## config.mk

```make
export PLATFORM = sky130hd
export DESIGN_NAME = freq_meter
export DESIGN_NICKNAME = d
export VERILOG_FILES = /design/src/rtl/freq_meter_pkg.sv /design/src/rtl/bin2bcd_seq.sv /design/src/rtl/freq_meter.sv
export SDC_FILE = /design/constraint.sdc
export NUM_CORES = 1
export LEC_CHECK = 0
export BUFFER_PORTS_ARGS = -buffer_cell sky130_fd_sc_hd__buf_2
export CAP_MARGIN = 20
export CORE_UTILIZATION = 51
export DETAILED_ROUTE_END_ITERATION = 8
export PLACE_DENSITY = 0.68
export SLEW_MARGIN = 20
export SYNTH_ARGS = -nofsm -noshare
export SYNTH_HDL_FRONTEND = slang
export SYNTH_SLANG_ARGS = --single-unit
```

## constraint.sdc

```tcl
create_clock -name CLK -period 2.4 [get_ports CLK]
set_input_delay 0.12 -clock CLK [delete_from_list [all_inputs] [get_ports CLK]]
set_output_delay 0.12 -clock CLK [all_outputs]
set_load 0.05 [all_outputs]
```

## src/rtl/freq_meter_pkg.sv

```systemverilog
// Shared state encoding, default parameters and BCD helpers for freq_meter.
package freq_meter_pkg;

    typedef enum logic {
        ST_IDLE = 1'b0,
        ST_GATE = 1'b1
    } state_e;

    localparam int unsigned DEF_GATE_CYCLES = 50_000_000;
    localparam int unsigned DEF_GATE_W      = 26;
    localparam int unsigned DEF_FREQ_W      = 26;
    localparam int unsigned DEF_DIGITS      = 8;
    localparam int unsigned BCD_DIGIT_W     = 4;

    // Double-dabble correction applied to a digit before each shift.
    function automatic logic [BCD_DIGIT_W-1:0] bcd_add3(input logic [BCD_DIGIT_W-1:0] d);
        return (d >= BCD_DIGIT_W'(5)) ? d + BCD_DIGIT_W'(3) : d;
    endfunction

endpackage

```

## src/rtl/bin2bcd_seq.sv

```systemverilog
// Sequential shift-add-3 binary to BCD converter: one bit per cycle, done pulse
// with the held result after BIN_W iterations.
module bin2bcd_seq
    import freq_meter_pkg::*;
#(
    parameter int unsigned BIN_W  = DEF_FREQ_W,
    parameter int unsigned DIGITS = DEF_DIGITS
) (
    input  logic                            clk_i,
    input  logic                            rst_ni,
    input  logic                            start_i,
    input  logic [BIN_W-1:0]                bin_i,
    output logic                            busy_o,
    output logic                            done_o,
    output logic [BCD_DIGIT_W*DIGITS-1:0]   bcd_o
);

    localparam int unsigned BcdW = BCD_DIGIT_W * DIGITS;
    localparam int unsigned CntW = $clog2(BIN_W + 1);

    logic [BIN_W-1:0] bin_q;
    logic [BcdW-1:0]  acc_q, acc_adj, acc_d, bcd_q;
    logic [CntW-1:0]  cnt_q;
    logic             busy_q, done_q;

    always_comb begin
        acc_adj = acc_q;
        for (int d = 0; d < int'(DIGITS); d++) begin
            acc_adj[d*BCD_DIGIT_W +: BCD_DIGIT_W] = bcd_add3(acc_q[d*BCD_DIGIT_W +: BCD_DIGIT_W]);
        end
        acc_d = {acc_adj[BcdW-2:0], bin_q[BIN_W-1]};
    end

    always_ff @(posedge clk_i) begin
        if (!rst_ni) begin
            bin_q  <= '0;
            acc_q  <= '0;
            bcd_q  <= '0;
            cnt_q  <= '0;
            busy_q <= 1'b0;
            done_q <= 1'b0;
        end else begin
            done_q <= 1'b0;
            if (start_i && !busy_q) begin
                bin_q  <= bin_i;
                acc_q  <= '0;
                cnt_q  <= '0;
                busy_q <= 1'b1;
            end else if (busy_q) begin
                acc_q <= acc_d;
                bin_q <= bin_q << 1;
                cnt_q <= cnt_q + CntW'(1);
                if (cnt_q == CntW'(BIN_W - 1)) begin
                    busy_q <= 1'b0;
                    done_q <= 1'b1;
                    bcd_q  <= acc_d;
                end
            end
        end
    end

    assign busy_o = busy_q;
    assign done_o = done_q;
    assign bcd_o  = bcd_q;

endmodule

```

## src/rtl/freq_meter.sv

```systemverilog
// Gated rising-edge frequency counter with held result and one-cycle valid strobe.
// Define FREQ_METER_BCD_EN to add the sequential BCD readout (Bcd_Out / Bcd_Valid).
module freq_meter
    import freq_meter_pkg::*;
#(
    parameter int unsigned GATE_CYCLES = DEF_GATE_CYCLES,
    parameter int unsigned GATE_W      = DEF_GATE_W,
    parameter int unsigned FREQ_W      = DEF_FREQ_W,
    parameter int unsigned DIGITS      = DEF_DIGITS
) (
    input  logic                            CLK,
    input  logic                            RST,
    input  logic                            En,
    input  logic                            Sig_In,
    output logic [FREQ_W-1:0]               Freq_Out,
    output logic                            Valid,
    output logic                            Ovf,
`ifdef FREQ_METER_BCD_EN
    output logic [BCD_DIGIT_W*DIGITS-1:0]   Bcd_Out,
    output logic                            Bcd_Valid,
`endif
    output logic                            Busy
);

    if (GATE_CYCLES < 64 || (longint'(1) << GATE_W) < longint'(GATE_CYCLES) ||
        DIGITS == 0) begin : g_param_err
        $error("freq_meter: illegal GATE_CYCLES/GATE_W/DIGITS combination");
    end

    state_e            state_q;
    logic [2:0]        sync_q;
    logic [GATE_W-1:0] gate_cnt_q;
    logic [FREQ_W-1:0] edge_cnt_q, edge_inc, freq_q;
    logic              sat_q, ovf_q, valid_q;
    logic              rise, rise_sat, last_cycle;

    // sync_q[0..2] are the s1/s2/s3 stages; Sig_In is asynchronous to CLK.
    always_ff @(posedge CLK) begin
        if (!RST) begin
            sync_q <= '0;
        end else begin
            sync_q <= {sync_q[1:0], Sig_In};
        end
    end

    assign rise       = sync_q[1] & ~sync_q[2];
    assign rise_sat   = rise & (&edge_cnt_q);
    assign edge_inc   = rise_sat ? edge_cnt_q : edge_cnt_q + FREQ_W'(rise);
    assign last_cycle = (gate_cnt_q == GATE_W'(GATE_CYCLES - 1));

    always_ff @(posedge CLK) begin
        if (!RST) begin
            state_q    <= ST_IDLE;
            gate_cnt_q <= '0;
            edge_cnt_q <= '0;
            sat_q      <= 1'b0;
            freq_q     <= '0;
            ovf_q      <= 1'b0;
            valid_q    <= 1'b0;
        end else begin
            valid_q <= 1'b0;
            unique case (state_q)
                ST_IDLE: begin
                    gate_cnt_q <= '0;
                    edge_cnt_q <= '0;
                    sat_q      <= 1'b0;
                    if (En) state_q <= ST_GATE;
                end
                ST_GATE: begin
                    if (!En) begin
                        state_q    <= ST_IDLE;
                        gate_cnt_q <= '0;
                        edge_cnt_q <= '0;
                        sat_q      <= 1'b0;
                    end else if (last_cycle) begin
                        // Final-cycle edge belongs to this window; next window starts now.
                        freq_q     <= edge_inc;
                        ovf_q      <= sat_q | rise_sat;
                        valid_q    <= 1'b1;
                        gate_cnt_q <= '0;
                        edge_cnt_q <= '0;
                        sat_q      <= 1'b0;
                    end else begin
                        gate_cnt_q <= gate_cnt_q + GATE_W'(1);
                        edge_cnt_q <= edge_inc;
                        sat_q      <= sat_q | rise_sat;
                    end
                end
            endcase
        end
    end

    assign Freq_Out = freq_q;
    assign Ovf      = ovf_q;
    assign Valid    = valid_q;
    assign Busy     = (state_q == ST_GATE);

`ifdef FREQ_METER_BCD_EN
    logic bcd_busy;

    bin2bcd_seq #(
        .BIN_W  (FREQ_W),
        .DIGITS (DIGITS)
    ) u_bin2bcd (
        .clk_i   (CLK),
        .rst_ni  (RST),
        .start_i (valid_q & ~bcd_busy),
        .bin_i   (freq_q),
        .busy_o  (bcd_busy),
        .done_o  (Bcd_Valid),
        .bcd_o   (Bcd_Out)
    );
`endif

endmodule

```

; Yosys cells after proc, flatten, opt, wreduce, memory -nomap -nowiden
; Cells that the tools add are included.
[word_totals]
regBits = 85
in_bits = 4
out_inout_bits = 29
elab_cells = 31
[op_classes]
addsub = 2
n_eq_ne = 1
n_mux = 12
bitwise = 5
reduce_logical = 3
[ops]
columns = op, n
row1 = 26-bit two-way mux, 5
row2 = 26-bit case mux with 2 select lines, 2
row3 = 26-bit by 1-bit adder with 26-bit output, 1
row4 = "26-bit by 1-bit adder with 26-bit output, second input constant", 1
row5 = "26-bit == test, second input constant", 1
row6 = 26-bit AND reduction, 1
row7 = 3-bit AND reduction, 2
row8 = 1-bit two-way mux, 4
row9 = 1-bit AND, 2
row10 = 1-bit NOT, 2
row11 = 1-bit case mux with 2 select lines, 1
row12 = 1-bit OR, 1

; Depth between registers and ports, before layout
[depth]
depth_word = 7
mapped_depth = 9
ltp_nobuf = 9

; Least setup slack after synthesis
; Ideal clock, no wire load.
[synth_path]
path_kind = flip-flop to flip-flop
from = register edge_cnt_q[21]
to = register freq_q[19], in the netlist Freq_Out[19]
setup_time_ps = 122
arrival_time_ps = 1760
required_ps = 2278
setup_slack_ps = 518
path_stages_with_launch = 8
path_buffers = 2
synth_period_minus_slack_ps = 1882
cell_sequence = dfxtp_1 -> nand3_1 -> or4_1 -> buf_2 -> buf_2 -> o2111ai_1 -> xor2_1 -> a21oi_1
[synth_via]
elab_chain_len = 3
[synth_rtl]
columns = item, line
row1 = from (decl), freq_meter.sv:33  ; logic [FREQ_W-1:0] edge_cnt_q, edge_inc, freq_q;
row2 = from (signal assigned), freq_meter.sv:85  ; edge_cnt_q <= edge_inc;
row3 = 26-bit AND reduction, freq_meter.sv:47  ; assign rise_sat = rise & (&edge_cnt_q);
row4 = 1-bit AND, freq_meter.sv:47
row5 = 26-bit two-way mux, freq_meter.sv:48  ; assign edge_inc = rise_sat ? edge_cnt_q : edge_cnt_q + FREQ_W'(rise);
row6 = to (signal assigned), freq_meter.sv:77  ; freq_q <= edge_inc;
row7 = to (decl), freq_meter.sv:33
; Every way passes these cells.
; A chain may end at the register's enable or synchronous reset.

; Worst setup path after layout
[layout_path]
from = register gate_cnt_q[6]
to = register freq_q[9], in the netlist Freq_Out[9]
[layout_via]
elab_chain_len = 2
[layout_rtl]
columns = item, line
row1 = from (decl), freq_meter.sv:32  ; logic [GATE_W-1:0] gate_cnt_q;
row2 = from (signal assigned), freq_meter.sv:84  ; gate_cnt_q <= gate_cnt_q + GATE_W'(1);
row3 = 26-bit == test, freq_meter.sv:49  ; assign last_cycle = (gate_cnt_q == GATE_W'(GATE_CYCLES - 1));
row4 = 3-bit AND reduction (no line), --
; Every way passes these cells.

==> results.cfg <==
[status]
outcome = finished, final reports clean

[timing]
setup_tns_ns = 0
finalMaxSlewViolations = 0
post-route-period-util_pct = 87.8
hold_violations = 0
max_freq_mhz = 475
worst_clock_skew_ns = 0.0102
worst_pin_slew_ns = 0.582
finalCriticalPeriod_ns = 2.11
timing.slew.headroom_pct = 60.9
setup_violations = 0
rsz0062_at_grt = false

[worst_setup_path]
critPathLaunchType = register
critical_path.endpoint_type = register
crit_arrival_ns = 2.37
critical_path_class = reg2reg
cp_max_fo = 27
critical_path_required_ns = 2.66

[floorplanning]
core_sq_um = 6870
die_y_microns = 86.6
rows = 30
die-width_microns = 86.6
dieArea_sq_um = 7500
num_io_pins = 33
start_util_pct = 53.2

[logic_synthesis]
ys_ff_latch = 85
synth_edf_count = 0
netlist_top_cells_area = dfxtp_1 47%, nor2_1 6.5%, xor2_1 5.0%
synth_area_per_cell_sq_um = 8.93
synth_area_sq_um = 3650
yosysTopAreaCellShare_pct = 46.6
ys.flop_type = dfxtp_1
yosysTopAreaCell = dfxtp_1
yosysUniqueCellTypes = 49
syn_nets = 416
yosys_warnings = 0
seq_area_frac_synth_pct = 46.6
synthArstFlopShare_pct = 0
synth_cells = 409

[grt]
grt_pass1_vias = 2647
grt_pass1_wl_mm = 12.5
antenna_found_initial = 0
grtUsageTotal_pct = 21.5
grt_max_degree = 34
overflow = 0

[detailed_routing]
ant_nets = 0
post_drt_wl_per_cell_microns = 14.0
vias = 2964
wl_mm = 7.62
firstDrtPassIters = 4
drc = 0
first_iter_violations = 141
post_drt_via_cell_ratio = 5.46

[cts]
cts-root-buf = clkbuf_8
insertion_delay_ns = 0.35
clk_pin_slew_worst_paths_ns = 0.09
postCtsSetupBuffers = 0
cts_tree = built
cts.sinks = 85
cts_buffers = 9
htree_levels = 3
clockBufferDepth = 2

[pwr]
powerDensity_nw_per_um2 = 613
peakVddDrop_mv = 0.397
leakagePower_nw = 1.49

[cells_and_area]
antenna_cells = 0
area_growth_syn_to_layout_pct = 13.9
fin_area_sq_um = 4160
drive_above_1_share_pct = 15.9
final_cell_mix = 85 x dfxtp_1, 63 x nor2_1, 32 x buf_2
final_nets = 450
final_common_cell = dfxtp_1

[job]
drv_cap = 0

[placement]
hpwl_mm = 5.10
placed_cell_area_sq_um = 3930
portBuffers = 32
globalplace.congestion = 0.861

[min_path]
hp-class = in2reg
-- cell type report --
class / count / area [sq um]
sequential: 85 / 1700
fill: 581 / 2710
clock inverter: 5 / 75.1
tap: 96 / 120
clock buffer: 10 / 138
timing repair buffer: 43 / 285
inverter: 8 / 30.0
multi-input combinational: 296 / 1810
-- metrics by stage --
| step | instances | hold slack [ns] | worst slack (ns) | util [%] | total power [mW] |
|---|---|---|---|---|---|
| 2_1_floorplan | 409 | 0.242 | 0.518 | - | 1.47 |
| 3_3_place_gp | 526 | 0.331 | 0.371 | 57.2 | 1.48 |
| 3_5_place_dp | 526 | 0.336 | 0.301 | 57.2 | 1.48 |
| 4_1_cts | 543 | 0.212 | 0.291 | 60.5 | 2.57 |
| 5_1_grt | 543 | 0.240 | 0.0579 | 60.5 | 2.64 |
| 6_report | 543 | 0.226 | 0.294 | 60.5 | 2.55 |
-- routing by layer --
layer | vias up | track usage (%) | wire (microns)
met4 | 0 | 9.85 | 158
met5 | - | 0 | 0
met3 | 12 | 4.57 | 280
met2 | 60 | 31.0 | 3250
met1 | 1384 | 30.8 | 3930
li1 | 1508 | - | -
-- cells in the mapped netlist (2+ instances only) --
cell,instances
and2_1,12
o21ai_0,11
nand2_1,23
or4b_1,2
nand3_1,17
clkbuf_1,3
o2111ai_1,5
dfxtp_1,85
buf_2,11
a211oi_2,3
nand2b_1,5
or2_2,2
nor2_1,63
nand4_1,10
and4_1,6
ha_1,3
o21ai_1,15
buf_4,4
nor3_1,7
or3_1,6
a211oi_1,3
xnor2_1,16
inv_1,8
xor2_1,21
nor4_1,6
o211ai_1,7
a31oi_1,2
and3_1,7
or4_1,3
nor4_2,2
a21oi_1,23
-- state kept, by name, summed over array words and instances (netlist names) --
register,flops
gate_cnt_q,26
edge_cnt_q,26
sync_q,3
Busy,1
Ovf,1
Freq_Out,26
Valid,1
sat_q,1
-- worst max-delay path, stage by stage, from the launching register on --
cell and delay (ns):
dfxtp_1 0.44, or4b_1 0.47, nor4_1 0.39, and3_1 0.27, buf_12 0.18, nor2_1 0.05
a211oi_1 0.21
-- report_power, final --
part	leakage (nW)	switching (mW)	internal (mW)	total [mW]
Clock	0.112	0.498	0.604	1.10
Combinational	0.688	0.0242	0.0109	0.0351
Sequential	0.685	0.00176	1.41	1.41
-- cells by family (layout without fill, tap and decap cells) --
group / count (synthesis) / after routing / synth area share, %
AO/OA/AOI/OAI: 75 / 75 / 13.0
XOR/XNOR: 37 / 37 / 8.88
adder cells (fa/ha/maj): 3 / 3 / 1.03
buffers and inverters: 28 / 66 / 3.87
flip-flops: 85 / 85 / 46.6
multiplexers: 1 / 1 / 0.274
AND/OR/NAND/NOR: 180 / 180 / 26.3
-- repair_timing --
action | 4_1_cts | 5_1_grt
gates resized for setup | 0 | 0
hold endpoints to repair | 2 | 0
hold buffers | 2 | 0
-- final timing paths --
kind	depth (start not counted)	startpoint	slack, ns	endpoint
hold reg to reg	1	sync_q[0]	0.44	sync_q[1]
hold / removal	3	RST	0.23	Freq_Out[24]
setup / recovery	6	gate_cnt_q[6]	0.29	Freq_Out[9]
setup reg to reg	6	gate_cnt_q[6]	0.29	Freq_Out[9]
(Power assumes the default switching activity.)
